## src/rtl/frame_dump_pkg.sv

```systemverilog
// Shared types and default widths for the frame-count / dump-window trigger.
package frame_dump_pkg;

    localparam int CW_DEF = 32;
    localparam int LW_DEF = 16;

    typedef enum logic [1:0] {
        IDLE  = 2'd0,
        ARMED = 2'd1,
        DUMP  = 2'd2,
        DONE  = 2'd3
    } fd_state_e;

endpackage

```

## src/rtl/frame_dump_if.sv

```systemverilog
// Signal bundle between the frame wrapper (master) and the dump trigger (slave).
interface frame_dump_if
    import frame_dump_pkg::*;
#(
    parameter int CW = CW_DEF,
    parameter int LW = LW_DEF
) ();

    logic          vs;
    logic          downloading;
    logic [CW-1:0] start_frame;
    logic [LW-1:0] dump_len;
    logic [CW-1:0] frame_cnt;
    logic          frame_stb;
    logic          dump_en;
    logic          dump_on;
    logic          dump_off;
    logic [1:0]    state;

    modport master (
        output vs, downloading, start_frame, dump_len,
        input  frame_cnt, frame_stb, dump_en, dump_on, dump_off, state
    );

    modport slave (
        input  vs, downloading, start_frame, dump_len,
        output frame_cnt, frame_stb, dump_en, dump_on, dump_off, state
    );

endinterface

```

## src/rtl/frame_dump_sync.sv

```systemverilog
// Two-flop synchroniser plus history flop; reports the synchronised active level
// and the leading edge of the active pulse for a signal of polarity POL.
module frame_dump_sync #(
    parameter bit POL = 1'b0
) (
    input  logic clk,
    input  logic rst_n,
    input  logic raw,
    output logic act_s,
    output logic lead_s
);

    logic meta_r;
    logic sync_r;
    logic hist_r;

    // Synchroniser chain; resets to the inactive level so reset release never looks like an edge.
    always_ff @(posedge clk or negedge rst_n) begin
        if (!rst_n) begin
            meta_r <= ~POL;
            sync_r <= ~POL;
            hist_r <= ~POL;
        end else begin
            meta_r <= raw;
            sync_r <= meta_r;
            hist_r <= sync_r;
        end
    end

    // Active level normalised to 1 and leading-edge detect on the synchronised signal.
    always_comb begin
        act_s  = (sync_r == POL);
        lead_s = (sync_r == POL) && (hist_r != POL);
    end

endmodule

```

## src/rtl/frame_dump_trigger.sv

```systemverilog
// Frame counter and dump-window FSM driven by vertical sync.
// Build option DUMP_LOADROM_EN: arm on the end of ROM download, abort when it restarts.
module frame_dump_trigger
    import frame_dump_pkg::*;
#(
    parameter int CW     = CW_DEF,
    parameter int LW     = LW_DEF,
    parameter bit VS_POL = 1'b0
) (
    input logic        clk,
    input logic        rst_n,
    frame_dump_if.slave bus
);

    localparam logic [CW-1:0] CNT_ONE  = CW'(1'b1);
    localparam logic [CW-1:0] CNT_ZERO = {CW{1'b0}};
    localparam logic [LW-1:0] LEN_ONE  = LW'(1'b1);
    localparam logic [LW-1:0] LEN_ZERO = {LW{1'b0}};

    fd_state_e     state_r;
    logic [CW-1:0] frame_cnt_r;
    logic [CW-1:0] cnt_inc_s;
    logic [LW-1:0] len_r;
    logic          frame_stb_r;
    logic          dump_en_r;
    logic          dump_on_r;
    logic          dump_off_r;
    logic          vs_edge_s;
    logic          vs_lvl_unused_s;
    logic          open_s;
    logic          arm_s;
    logic          abort_s;

    frame_dump_sync #(.POL(VS_POL)) u_vs_sync (
        .clk    (clk),
        .rst_n  (rst_n),
        .raw    (bus.vs),
        .act_s  (vs_lvl_unused_s),
        .lead_s (vs_edge_s)
    );

`ifdef DUMP_LOADROM_EN
    logic dl_idle_s;
    logic dl_fall_s;

    // Polarity 0 makes the leading edge the end of the download and "active" mean not loading.
    frame_dump_sync #(.POL(1'b0)) u_dl_sync (
        .clk    (clk),
        .rst_n  (rst_n),
        .raw    (bus.downloading),
        .act_s  (dl_idle_s),
        .lead_s (dl_fall_s)
    );

    // Arming follows the end of a download; a new download aborts the window.
    always_comb begin
        arm_s   = dl_fall_s;
        abort_s = ~dl_idle_s;
    end
`else
    logic dl_unused_s;

    // Without ROM tracking the trigger arms straight out of reset and never aborts.
    always_comb begin
        arm_s       = 1'b1;
        abort_s     = 1'b0;
        dl_unused_s = bus.downloading;
    end
`endif

    // Next frame number and window-open test; start_frame of 0 means the very first frame.
    always_comb begin
        cnt_inc_s = frame_cnt_r + CNT_ONE;
        open_s    = (cnt_inc_s == bus.start_frame) || (bus.start_frame == CNT_ZERO);
    end

    // Dump-window FSM with all outputs registered.
    always_ff @(posedge clk or negedge rst_n) begin
        if (!rst_n) begin
            state_r     <= IDLE;
            frame_cnt_r <= CNT_ZERO;
            len_r       <= LEN_ZERO;
            frame_stb_r <= 1'b0;
            dump_en_r   <= 1'b0;
            dump_on_r   <= 1'b0;
            dump_off_r  <= 1'b0;
        end else begin
            frame_stb_r <= vs_edge_s;
            dump_on_r   <= 1'b0;
            dump_off_r  <= 1'b0;
            case (state_r)
                IDLE: begin
                    if (arm_s) begin
                        state_r     <= ARMED;
                        frame_cnt_r <= CNT_ZERO;
                    end
                end
                ARMED: begin
                    if (abort_s) begin
                        state_r     <= IDLE;
                        frame_cnt_r <= CNT_ZERO;
                    end else if (vs_edge_s) begin
                        frame_cnt_r <= cnt_inc_s;
                        if (open_s) begin
                            state_r   <= DUMP;
                            dump_en_r <= 1'b1;
                            dump_on_r <= 1'b1;
                            len_r     <= bus.dump_len;
                        end
                    end
                end
                DUMP: begin
                    if (abort_s) begin
                        state_r     <= IDLE;
                        frame_cnt_r <= CNT_ZERO;
                        dump_en_r   <= 1'b0;
                        dump_off_r  <= 1'b1;
                    end else if (vs_edge_s) begin
                        frame_cnt_r <= cnt_inc_s;
                        // A zero length never counts down, holding the window open until reset.
                        if (len_r == LEN_ONE) begin
                            state_r    <= DONE;
                            len_r      <= LEN_ZERO;
                            dump_en_r  <= 1'b0;
                            dump_off_r <= 1'b1;
                        end else if (len_r != LEN_ZERO) begin
                            len_r <= len_r - LEN_ONE;
                        end
                    end
                end
                DONE: begin
                    if (vs_edge_s) begin
                        frame_cnt_r <= cnt_inc_s;
                    end
                end
                default: begin
                    state_r   <= IDLE;
                    dump_en_r <= 1'b0;
                end
            endcase
        end
    end

    assign bus.frame_cnt = frame_cnt_r;
    assign bus.frame_stb = frame_stb_r;
    assign bus.dump_en   = dump_en_r;
    assign bus.dump_on   = dump_on_r;
    assign bus.dump_off  = dump_off_r;
    assign bus.state     = state_r;

endmodule

```

## src/flat_wrapper.sv

```systemverilog
// flat-port wrapper written by rule: the top's interface ports become plain ports
module frame_dump_trigger_flat import frame_dump_pkg::*;
#(
    parameter int CW     = CW_DEF,
    parameter int LW     = LW_DEF,
    parameter bit VS_POL = 1'b0
)
  (clk, rst_n, bus_vs, bus_downloading, bus_start_frame, bus_dump_len, bus_frame_cnt, bus_frame_stb, bus_dump_en, bus_dump_on, bus_dump_off, bus_state);
  frame_dump_if #(.CW(CW), .LW(LW)) bus_i ();
  input logic clk;
  input logic rst_n;
  input wire logic [$bits(bus_i.vs)-1:0] bus_vs;
  input wire logic [$bits(bus_i.downloading)-1:0] bus_downloading;
  input wire logic [$bits(bus_i.start_frame)-1:0] bus_start_frame;
  input wire logic [$bits(bus_i.dump_len)-1:0] bus_dump_len;
  output wire logic [$bits(bus_i.frame_cnt)-1:0] bus_frame_cnt;
  output wire logic [$bits(bus_i.frame_stb)-1:0] bus_frame_stb;
  output wire logic [$bits(bus_i.dump_en)-1:0] bus_dump_en;
  output wire logic [$bits(bus_i.dump_on)-1:0] bus_dump_on;
  output wire logic [$bits(bus_i.dump_off)-1:0] bus_dump_off;
  output wire logic [$bits(bus_i.state)-1:0] bus_state;
  assign bus_i.vs = bus_vs;
  assign bus_i.downloading = bus_downloading;
  assign bus_i.start_frame = bus_start_frame;
  assign bus_i.dump_len = bus_dump_len;
  assign bus_frame_cnt = bus_i.frame_cnt;
  assign bus_frame_stb = bus_i.frame_stb;
  assign bus_dump_en = bus_i.dump_en;
  assign bus_dump_on = bus_i.dump_on;
  assign bus_dump_off = bus_i.dump_off;
  assign bus_state = bus_i.state;
  frame_dump_trigger #(.CW(CW), .LW(LW), .VS_POL(VS_POL)) u_core (.clk(clk), .rst_n(rst_n), .bus(bus_i));
endmodule
```

## config.mk

```make
export PLATFORM = sky130hd
export DESIGN_NAME = frame_dump_trigger_flat
export DESIGN_NICKNAME = d
export VERILOG_FILES = /design/src/rtl/frame_dump_pkg.sv /design/src/rtl/frame_dump_if.sv /design/src/rtl/frame_dump_sync.sv /design/src/rtl/frame_dump_trigger.sv /design/src/flat_wrapper.sv
export SDC_FILE = /design/constraint.sdc
export NUM_CORES = 1
export LEC_CHECK = 0
export ABC_AREA = 1
export CORE_MARGIN = 10
export CORE_UTILIZATION = 57
export DETAILED_ROUTE_END_ITERATION = 8
export PLACE_DENSITY = 0.87
export SETUP_SLACK_MARGIN = 0.1
export SLEW_MARGIN = 10
export SYNTH_ARGS = -nofsm -noshare
export SYNTH_HDL_FRONTEND = slang
export SYNTH_SLANG_ARGS = --single-unit
```

## constraint.sdc

```tcl
create_clock -name clk -period 3.27 [get_ports clk]
set_input_delay 0.4905 -clock clk [delete_from_list [all_inputs] [get_ports clk]]
set_output_delay 0.4905 -clock clk [all_outputs]
set_load 0.005 [all_outputs]
```

==> results of run 1 <==
## worst paths after layout
| path | start | endpoint | cells after the start |
|---|---|---|---|
| min | rst_n | u_core.bus.frame_cnt[9] | 1 |
| max in group asynchronous | rst_n | u_core.u_vs_sync.hist_r | 2 |
| min reg2reg | u_core.u_vs_sync.meta_r | u_core.u_vs_sync.sync_r | 0 |
| max reg2reg | u_core.bus.frame_cnt[0] | u_core.len_r[15] | 20 |
| max | u_core.bus.frame_cnt[0] | u_core.len_r[15] | 20 |
| min in group clk | u_core.u_vs_sync.meta_r | u_core.u_vs_sync.sync_r | 0 |
## power breakdown
group	internal (mW)	switching, mW
Combinational	0.330	0.454
Sequential	0.754	0.0659
Clock	0.471	0.321
## layout by cell type (no fill, tap or decap), drive strengths merged
master and instances:
nand3b 15, nor3b 1, o22ai 16, a21oi 6, xnor2 7, o21bai 1
a22o 3, nor2 88, nor3 7, xor2 10, o21ai 31, ha 8
nand4 22, clkinvlp 2, dfrtp 54, clkdlybuf4s50 87, buf 14, o31ai 1
a211oi 1, clkbuf 12, nand3 85, dfstp 3, nor4 8, bufinv 2
nand2 251, or2 1, xor3 1, inv 81
## kinds of logic (layout without fill, tap and decap cells)
group,after synthesis,count (layout),synth area share
buffers and inverters,95,198,0.0818
adder cells (fa/ha/maj),8,8,0.0218
AND/OR/NAND/NOR,477,478,0.473
XOR/XNOR,18,18,0.0376
AO/OA/AOI/OAI,59,59,0.0745
flip-flops,57,57,0.312
## per-stage QoR
stage          power [mW]  worst slack, ps   util  area, um2
5_1_grt              2.51              149  0.755       5870
4_1_cts              2.34              359  0.747       5800
6_report             2.40              402  0.755       5870
3_3_place_gp         1.53              452  0.717       5570
2_1_floorplan        1.29             1010      -       4590
3_5_place_dp         1.56              367  0.717       5570
## flip-flops by register name, indices dropped and copies added (netlist names)
| name | count |
|---|---|
| u_core.u_vs_sync.sync_r | 1 |
| u_core.bus.frame_cnt | 32 |
| u_core.bus.dump_off | 1 |
| u_core.bus.dump_en | 1 |
| u_core.u_vs_sync.hist_r | 1 |
| u_core.u_vs_sync.meta_r | 1 |
| u_core.bus.dump_on | 1 |
| u_core.bus.frame_stb | 1 |
| u_core.len_r | 16 |
| u_core.bus.state | 2 |
## cells in the mapped netlist, types with 8 or more instances
cell	instances
sky130_fd_sc_hd__nor4_1	8
sky130_fd_sc_hd__nand3b_1	15
sky130_fd_sc_hd__nand4_1	22
sky130_fd_sc_hd__nand2_1	244
sky130_fd_sc_hd__nor2_4	8
sky130_fd_sc_hd__nand3_1	82
sky130_fd_sc_hd__dfrtp_1	54
sky130_fd_sc_hd__inv_1	80
sky130_fd_sc_hd__xor2_1	10
sky130_fd_sc_hd__o22ai_1	16
sky130_fd_sc_hd__clkbuf_1	11
sky130_fd_sc_hd__nor2_1	75
sky130_fd_sc_hd__ha_1	8
sky130_fd_sc_hd__o21ai_0	29
## routing by layer
layer / wire length, um / global-route usage / vias up
met5: 0 / 0 / -
met4: 340 / 0.0976 / 0
met3: 1270 / 0.0433 / 40
met2: 7520 / 0.441 / 260
met1: 5960 / 0.292 / 2520
li1: - / - / 2535
## worst max-delay path, cell delays in order, from the launching register on
cell and delay [ps]:
sky130_fd_sc_hd__dfrtp_1 430, sky130_fd_sc_hd__ha_1 230, sky130_fd_sc_hd__nand2_2 100, sky130_fd_sc_hd__nor2_4 180, sky130_fd_sc_hd__buf_4 150, sky130_fd_sc_hd__nand2_2 70
sky130_fd_sc_hd__nor2_4 170, sky130_fd_sc_hd__nand2_1 90, sky130_fd_sc_hd__nand2_1 90, sky130_fd_sc_hd__nand2_1 50, sky130_fd_sc_hd__nand2_1 60, sky130_fd_sc_hd__nand2_1 50
sky130_fd_sc_hd__nor2_1 90, sky130_fd_sc_hd__nand2_1 60, sky130_fd_sc_hd__nor2_1 140, sky130_fd_sc_hd__nand3_1 200, sky130_fd_sc_hd__nand3_4 210, sky130_fd_sc_hd__buf_4 200
sky130_fd_sc_hd__nand2_1 70, sky130_fd_sc_hd__nand2_1 80, sky130_fd_sc_hd__nand2_1 50
## cell type report
cell class | count | area share
tap | 102 | 0.0218
clock buffer | 12 | 0.0265
multi-input combinational | 563 | 0.477
inverter | 81 | 0.0518
timing repair buffer | 101 | 0.166
sequential | 57 | 0.244
clock inverter | 4 | 0.0128
## timing repair
item	4_1_cts	5_1_grt
endpoints found under the setup margin	0	16
hold buffers	0	0
resized for setup	0	1
buffers inserted	0	6
==> reports/results.md, run 1 <==
| Result | Value | Unit |
| --- | --- | --- |
| Result of the run | finished, final reports clean | - |
| Average cell area after synthesis | 6.43 | um2 |
| Number of input and output port buffers inserted | 88 | - |
| Share of the yosys chip area belonging to registers | 0.312 | - |
| Required time worst endpoint | 3520 | ps |
| Max capacitance violation total | 0 | - |
| Clock insertion delay at the later pin of the skew report | 350 | ps |
| Pleak | 2.77 | nW |
| GRT overflow | 0 | - |
| Count of cell types in the netlist | 35 | - |
| Most instantiated flip-flop cell in the synthesis netlist | sky130_fd_sc_hd__dfrtp_1 | - |
| Number of filler instances in the final layout | 593 | - |
| Count of yosys warnings during synthesis | 0 | - |
| Die span in x | 110 | um |
| Wire length of the first global-routing pass | 24.4 | mm |
| Clock Path Buffers | 2 | - |
| DP Cell Count | 897 | - |
| Fin Hold WS | 102 | ps |
| Total number of placement rows | 32 | - |
| Maximum level of the CTS H-tree | 3 | - |
| Number of endpoints with negative hold slack in the final report | 0 | - |
| Cell area after synthesis | 4590 | um2 |
| Crit start category | flip-flop | - |
| Worst VDD drop | 377 | uV |
| Post-Route Setup TNS | 0 | ps |
| Sequential cell area in the final layout | 1430 | um2 |
| Synthesized flop and latch total | 57 | - |
| Clock buffers created by TritonCTS | 9 | - |
| Area share of the largest cell type after synthesis | 0.295 | - |
| Total via count in the routed design | 5355 | - |
| Number of synthesized flops with an enable pin | 0 | - |
| Detailed-router iteration count before antenna repair | 5 | - |
| Initial Util | 0.591 | - |
| Period utilization | 0.877 | - |
| Maximum number of pins on one net before global-route repair | 39 | - |
| Number of nets in the layout | 873 | - |
| Area of the die | 12000 | um2 |
| Diode insertion count for antenna repair | 0 | - |
| Share of cells above drive strength 1 | 0.0721 | - |
| Highest net fanout along the worst path | 9 | - |
| Transition time of the tightest slew-check pin | 686 | ps |
| Leading area contributor after synthesis | sky130_fd_sc_hd__dfrtp_1 | - |
| Final period demand of the worst path | 2870 | ps |
| Setup clock skew after layout | 10.5 | ps |
| Antenna violation net count after detailed routing | 0 | - |
| Top cells by area, synth | sky130_fd_sc_hd__dfrtp_1, sky130_fd_sc_hd__nand2_1, sky130_fd_sc_hd__nand3_1 | - |
| Number of ports placed on the die boundary | 90 | - |
| Pins Over Slew Limit | 0 | - |
| Initial antenna violation count | 0 | - |
| Via count of the first global-routing pass | 5335 | - |
| Unrepaired setup endpoints after global routing | false | - |
| Peak clock frequency supported by timing | 349 | MHz |
| Routed length per placed instance | 16.4 | um |
| Clock Root Buffer | sky130_fd_sc_hd__clkbuf_8 | - |
| Layout overhead on the synthesized area | 27.8 | % |
| Gate count of the mapped netlist | 714 | - |
| Placed wire-length estimate | 11.3 | mm |
| Core Area | 7770 | um2 |
| Share of synthesized registers carrying an async set or reset | 1.00 | - |
| Post-synth net total | 774 | - |
| Vias per cell | 5.82 | - |
| Worst relative slew slack | 0.542 | - |
| Total routed wirelength | 15.1 | mm |
| Hold Crit Class | in -> async | - |
| TritonCTS clock tree | yes | - |
| Clock sink count | 57 | - |
| Clock-pin slew on the worst setup and hold paths | 80 | ps |
| R2R setup slack | 400 | ps |
| Weighted congestion reported at the end of routability-driven placement | 0.967 | - |
| Combined area of the multi-input logic cells | 2800 | um2 |
| Final setup violation count | 0 | - |
| Worst setup EP type | flip-flop | - |
| DRC | 0 | - |
| Critical path start-end classification | reg -> reg | - |
| Total routing resource utilization after global routing | 0.249 | - |
| Arrival time of the worst setup path | 3110 | ps |
| Final cell count without fillers | 920 | - |
| Violation count after the first detailed-routing iteration | 437 | - |
| Total power density per cell area | 409 | nW/um2 |
| Chip height | 110 | um |
Note: power is estimated with default switching activity, not from simulation.
==> run 2, diff against run 1 <==
--- a/config.mk
+++ b/config.mk
@@ -6,6 +6,7 @@
 export NUM_CORES = 1
 export LEC_CHECK = 0
 export ABC_AREA = 1
+export CAP_MARGIN = 20
 export CORE_MARGIN = 10
 export CORE_UTILIZATION = 57
 export DETAILED_ROUTE_END_ITERATION = 8
==> results of run 2 <==
No change in the layout: final DEF, timing and power equal those of run 1.
